[config.mk]
export PLATFORM = sky130hd
export DESIGN_NAME = mem_access_unit
export DESIGN_NICKNAME = d
export VERILOG_FILES = /design/src/rtl/mem_access_unit.sv
export SDC_FILE = /design/constraint.sdc
export NUM_CORES = 1
export LEC_CHECK = 0
export ABC_CLOCK_PERIOD_IN_PS = 1900
export CORE_ASPECT_RATIO = 1.75
export CORE_MARGIN = 2
export CORE_UTILIZATION = 41
export DETAILED_ROUTE_END_ITERATION = 8
export GPL_ROUTABILITY_DRIVEN = 0
export GPL_TIMING_DRIVEN = 0
export PLACE_DENSITY = 0.77
export SLEW_MARGIN = 30
export SYNTH_ARGS = -nofsm -noshare
export SYNTH_HDL_FRONTEND = slang
export SYNTH_SLANG_ARGS = --single-unit
[constraint.sdc]
create_clock -name clk -period 1.9 [get_ports clk]
set_clock_uncertainty 0.2 [all_clocks]
set_input_delay 0.38 -clock clk [delete_from_list [all_inputs] [get_ports clk]]
set_output_delay 0.38 -clock clk [all_outputs]
set_load 0.01 [all_outputs]
[src/rtl/mem_access_unit.sv]
// Load/store bus adapter: runs one handshaked word-wide bus transaction per accepted op,
// with byte enables, store lane replication, load extension, misalign and timeout status.
module mem_access_unit #(
  parameter int unsigned TIMEOUT = 255
) (
  input  logic        clk,
  input  logic        reset_n,
  input  logic [31:0] addr,
  input  logic [31:0] wdata,
  input  logic [2:0]  read_op,
  input  logic [1:0]  write_op,
  output logic [31:0] rdata,
  output logic        busy,
  output logic        done,
  output logic        misaligned,
  output logic        timeout,
  output logic [29:0] bus_addr,
  output logic        bus_req,
  output logic        bus_we,
  output logic [3:0]  bus_be,
  output logic [31:0] bus_wdata,
  input  logic [31:0] bus_rdata,
  input  logic        bus_ack,
  output logic [1:0]  state_dbg
);

  // Handshake: bus_req stays high with stable addr/we/be/wdata until bus_ack is
  // sampled high on a rising edge; that edge completes the transaction.

  typedef enum logic [1:0] {IDLE = 2'd0, REQ = 2'd1, DONE = 2'd2} state_t;

  localparam logic [7:0] TO_LIMIT = 8'(TIMEOUT);

  state_t      state_q, state_d;
  logic [7:0]  cnt_q, cnt_d;
  logic [2:0]  op_q, op_d;
  logic [1:0]  lane_q, lane_d;
  logic [31:0] rdata_d;
  logic        done_d, mis_d, to_d;
  logic [29:0] bus_addr_d;
  logic        bus_req_d, bus_we_d;
  logic [3:0]  bus_be_d;
  logic [31:0] bus_wdata_d;

  logic        st_valid, ld_valid, acc_word, acc_half, acc_mis;
  logic [3:0]  acc_be;
  logic [31:0] acc_wdata;
  logic [7:0]  sel_byte;
  logic [15:0] sel_half;
  logic [31:0] load_val;

  // Store takes priority over a simultaneous load.
  always_comb begin
    st_valid  = (write_op != 2'b11);
    ld_valid  = (read_op == 3'b000) || (read_op == 3'b001) || (read_op == 3'b010) ||
                (read_op == 3'b100) || (read_op == 3'b101);
    acc_word  = st_valid ? (write_op == 2'b10) : (read_op == 3'b010);
    acc_half  = st_valid ? (write_op == 2'b01) : (read_op[1:0] == 2'b01);
    acc_mis   = acc_word ? (addr[1:0] != 2'b00) : (acc_half ? addr[0] : 1'b0);
    acc_be    = 4'b1111;
    acc_wdata = wdata;
    if (st_valid && write_op == 2'b00) begin
      acc_be    = 4'b0001 << addr[1:0];
      acc_wdata = {4{wdata[7:0]}};
    end else if (st_valid && write_op == 2'b01) begin
      acc_be    = 4'b0011 << addr[1:0];
      acc_wdata = {2{wdata[15:0]}};
    end
  end

  always_comb begin
    sel_byte = 8'(bus_rdata >> {lane_q, 3'b000});
    sel_half = lane_q[1] ? bus_rdata[31:16] : bus_rdata[15:0];
    case (op_q)
      3'b000:  load_val = {{24{sel_byte[7]}}, sel_byte};
      3'b100:  load_val = {24'd0, sel_byte};
      3'b001:  load_val = {{16{sel_half[15]}}, sel_half};
      3'b101:  load_val = {16'd0, sel_half};
      default: load_val = bus_rdata;
    endcase
  end

  always_comb begin
    state_d     = state_q;
    cnt_d       = cnt_q;
    op_d        = op_q;
    lane_d      = lane_q;
    rdata_d     = rdata;
    done_d      = 1'b0;
    mis_d       = misaligned;
    to_d        = timeout;
    bus_addr_d  = bus_addr;
    bus_req_d   = 1'b0;
    bus_we_d    = bus_we;
    bus_be_d    = bus_be;
    bus_wdata_d = bus_wdata;
    case (state_q)
      IDLE: begin
        if (st_valid || ld_valid) begin
          if (acc_mis) begin
            state_d = DONE;
            done_d  = 1'b1;
            mis_d   = 1'b1;
            to_d    = 1'b0;
          end else begin
            state_d     = REQ;
            cnt_d       = 8'd0;
            op_d        = read_op;
            lane_d      = addr[1:0];
            bus_addr_d  = addr[31:2];
            bus_req_d   = 1'b1;
            bus_we_d    = st_valid;
            bus_be_d    = acc_be;
            bus_wdata_d = acc_wdata;
          end
        end
      end
      REQ: begin
        cnt_d = cnt_q + 8'd1;
        if (bus_ack) begin
          state_d = DONE;
          done_d  = 1'b1;
          mis_d   = 1'b0;
          to_d    = 1'b0;
          if (!bus_we) rdata_d = load_val;
        end else if (cnt_q + 8'd1 == TO_LIMIT) begin
          state_d = DONE;
          done_d  = 1'b1;
          mis_d   = 1'b0;
          to_d    = 1'b1;
        end else begin
          bus_req_d = 1'b1;
        end
      end
      DONE: state_d = IDLE;
      default: state_d = IDLE;
    endcase
  end

  always_ff @(posedge clk) begin
    if (!reset_n) begin
      state_q    <= IDLE;
      cnt_q      <= 8'd0;
      op_q       <= 3'b011;
      lane_q     <= 2'b00;
      rdata      <= 32'd0;
      done       <= 1'b0;
      misaligned <= 1'b0;
      timeout    <= 1'b0;
      bus_addr   <= 30'd0;
      bus_req    <= 1'b0;
      bus_we     <= 1'b0;
      bus_be     <= 4'd0;
      bus_wdata  <= 32'd0;
    end else begin
      state_q    <= state_d;
      cnt_q      <= cnt_d;
      op_q       <= op_d;
      lane_q     <= lane_d;
      rdata      <= rdata_d;
      done       <= done_d;
      misaligned <= mis_d;
      timeout    <= to_d;
      bus_addr   <= bus_addr_d;
      bus_req    <= bus_req_d;
      bus_we     <= bus_we_d;
      bus_be     <= bus_be_d;
      bus_wdata  <= bus_wdata_d;
    end
  end

  assign busy      = (state_q != IDLE);
  assign state_dbg = state_q;

endmodule

==> results.cfg <==
[sta]
worstMarginPinSlew_ns = 0.684
rsz0062_at_grt = true
maxSlewViolCount = 0
fin_ws_ns = 0.00844
setup_viol = 0
slew_headroom_pct = 54.4
tns_ns = 0
fmax_ghz = 0.529
fin_crit_sh_pct = 99.6
fin_hold_ws_ns = 0.0956
hold_viol_final = 0
finalCriticalPeriod_ns = 1.89

[logic_synthesis]
async_reset_ff_share_pct = 0
ys_seq_area_share_pct = 39.9
synth_cell_type_count = 62
synth_edf_count = 0
synthFlopType = dfxtp_1
synth_top_cell_area_share_pct = 39.9
synth-seq-cells = 118
synth.area.top_cells = dfxtp_1 40%, mux2i_1 13%, nand2_1 9.2%
yosysWarnings = 0
syn_area_per_cell_um2 = 8.93
synth_cells = 664
synth_fp_nets = 774
yosys.area.top_type = dfxtp_1
syn_area_um2 = 5930

[finish]
layout-drive-gt1-share_pct = 16.5
final_area_um2 = 9240
synthToLayoutAreaGrowth_pct = 55.8
final_nets = 1009

[power_and_ir_drop]
cellLeakagePower_nw = 4.44
p_sw_mw = 2.53
swShare_pct = 29.7
power_density_nw_per_um2 = 924
pwr-share-clk_pct = 38.9
combPwrFrac_pct = 26.7
seqPwrFrac_pct = 34.4
p_int_mw = 6.00
ir_worst_vdd_uv = 582

[critical_path]
crit_fanout = 5
path_cells = mux4_2 -> nor3b_4 -> o31ai_4 -> buf_6 -> buf_6 -> a21oi_2
arrival_ns = 1.99
cp.depth = 6
r2r_slack_ns = 0.008
worstSetupStartpointType = flip-flop
required_ns = 2.00
cp-endpoint = rdata[22]$_SDFFE_PN0P_
slowest_delay_ns = 0.51
endpoint_kind = flip-flop
crit_buf_inv = 2
critPathTopFamily = multiplexers
startpoint = lane_q[1]$_SDFFE_PN0P_
path_class = reg -> reg
r2r_cells = 6
slowest_stage = mux4_2
r2r-start = lane_q[1]$_SDFFE_PN0P_
r2r_end = rdata[22]$_SDFFE_PN0P_
cp_common_cell = buf_6

[global_route]
grt_max_degree = 17
grt_pass1_vias = 5900
antenna_found_initial = 0
grt.total_usage_pct = 26.1
grt-ovfl-total = 0
grt_pass1_wl_um = 31100

[floorplanning]
row_count = 58
die_area_um2 = 15500
initial_utilization_pct = 41.7
die_h_um = 163
core_um2 = 14200
fp.dieW_um = 94.9
boundaryPins = 210

[route]
postRouteAntennaNets = 0
wl_per_cell_um = 19.0
dr.pass1.iters = 5
viasPerCell = 5.47
post-route-drc-count = 0
dr_total_vias = 5976
wirelength_um = 20700
first_iter_violations = 340

[clocking]
cts_hold_buffers = 0
cts_max_path_buffers = 2
clock_sinks = 118
cts_tree = done
path_clk_slew_ns = 0.06
ctsRootBufferMaster = clkbuf_16
worstSkewPairLatency_ns = 0.42
htreeDepth = 4
cts_buffers = 17

[placement]
place_ws_ns = -0.915
hpwl_um = 15300
post_dp_cell_area_um2 = 8230
numPortBuffers = 207

[flow_run]
drv_cap = 0

[hold_path]
hp-start = read_op[2]
hp-class = in -> reg

[status]
status = finished, final reports clean
-- how the worst min path moves through the flow --
stage	endpoint	slack (ns)	cells after the start
after floorplan	cnt_q[7]$_SDFFE_PN0P_	0.25	1
after CTS	op_q[2]$_SDFFE_PN0P_	0.20	3
after global placement	bus_addr[10]$_SDFFE_PN0P_	0.24	2
after detailed placement	bus_addr[22]$_SDFFE_PN0P_	0.25	2
final	op_q[2]$_SDFFE_PN0P_	0.1	3
after global routing	op_q[1]$_SDFFE_PN1P_	0.12	2
-- cells by family after synthesis --
logic type | after synthesis | synth area share (%)
xor+xnor | 1 | 0.148
flops | 118 | 39.9
simple gates | 225 | 17.5
buf+inv | 68 | 5.87
mux | 92 | 16.1
compound gates | 154 | 19.3
fa+ha+maj | 6 | 1.27
-- cell usage after synthesis (2+ instances only) --
cell and instances:
nand2_1 145, dfxtp_1 118, mux2i_1 75, clkbuf_1 39
a21oi_1 34, o21ai_0 31, nor2_1 21, mux2_2 16
o211ai_1 16, nor3_1 11, inv_1 10, a211oi_1 9
a211oi_2 9, a41oi_1 8, and3b_1 8, nand3b_1 8
buf_6 7, o211a_1 7, buf_2 6, ha_1 6
nand3_1 6, nand2b_1 5, o31ai_1 5, nor2b_1 4
nor3b_1 4, o221a_1 4, a31oi_1 3, nand4_1 3
o22ai_1 3, o41ai_1 3, a221oi_1 2, a31o_2 2
and3_1 2, buf_1 2, buf_12 2, o21a_1 2
o21bai_1 2, or4_1 2
-- state kept, by name (all words and copies together) (netlist names) --
register,flops
misaligned,1
bus_we,1
bus_addr,30
state_dbg,2
op_q,3
bus_wdata,32
bus_be,4
cnt_q,8
timeout,1
rdata,32
lane_q,2
done,1
bus_req,1
-- power groups by stage --
| stage | sequential (mW) | combinational, mW | clock (mW) |
|---|---|---|---|
| after CTS | 2.94 | 2.25 | 3.36 |
| after global placement | 2.97 | 2.16 | 0 |
| after detailed placement | 2.97 | 2.18 | 0 |
| final | 2.94 | 2.28 | 3.32 |
| after floorplan | 3.08 | 1.01 | 0 |
| after global routing | 2.97 | 2.43 | 3.46 |
-- metal layers --
metal | GRT usage [%] | up-vias | routed length [µm] | share of wire (%)
li1 | - | 2851 | - | -
met1 | 26.9 | 2804 | 7250 | 35
met2 | 47.9 | 257 | 11100 | 54
met3 | 5.63 | 64 | 1380 | 6.7
met4 | 14.0 | 0 | 972 | 4.7
met5 | 0 | - | 0 | 0
-- worst reg2reg max path: stages (launching register included) --
cell and delay, ns:
dfxtp_2 0.34, mux4_2 0.51, nor3b_4 0.18, o31ai_4 0.20, buf_6 0.16, buf_6 0.14
a21oi_2 0.05
-- what timing repair did --
action | in CTS | in global routing
endpoints found under the setup margin | 141 | 131
gates cloned | 2 | 0
pin swaps | 6 | 5
endpoints found under the hold margin | 0 | 0
gates resized for setup | 103 | 81
setup buffers | 6 | 3
-- layout by cell type (no fill, tap or decap), types with 5 or more instances in the layout --
cell type	n
and3b_1	8
a21oi_1	19
o211a_1	7
dlymetal6s2s_1	41
a211oi_2	11
nand2_1	145
buf_4	6
inv_1	9
mux2i_1	73
a41oi_1	8
o21ai_0	25
dlygate4sd2_1	27
mux2_2	16
ha_1	5
nand3_1	6
clkbuf_1	21
o21ai_1	6
o31ai_1	5
nor3_1	10
o211ai_1	16
clkdlybuf4s50_1	133
a211oi_1	6
a21oi_2	15
buf_2	12
nand3b_1	8
clkbuf_2	12
buf_12	7
clkbuf_16	17
dfxtp_1	114
buf_6	8
nor2_1	18
-- stage by stage --
| step | utilization, % | power (mW) | std cells |
|---|---|---|---|
| floorplan | - | 4.09 | 664 |
| global placement | 57.9 | 5.13 | 1051 |
| detailed placement | 57.9 | 5.15 | 1051 |
| CTS | 63.6 | 8.55 | 1089 |
| global route | 64.9 | 8.86 | 1091 |
| finish | 64.9 | 8.53 | 1092 |
-- cell type report --
cell class                      count  area [µm²]
Fill cell                        1179        4990
Clock inverter                     14         176
Sequential cell                   118        2370
Antenna cell                        1        2.50
Clock buffer                       17         425
Timing Repair Buffer              218        2240
Tap cell                          180         225
Multi-Input combinational cell    478        3380
Buffer                             54         368
Inverter                           12        45.0
Note: power is estimated with default switching activity, not from simulation.
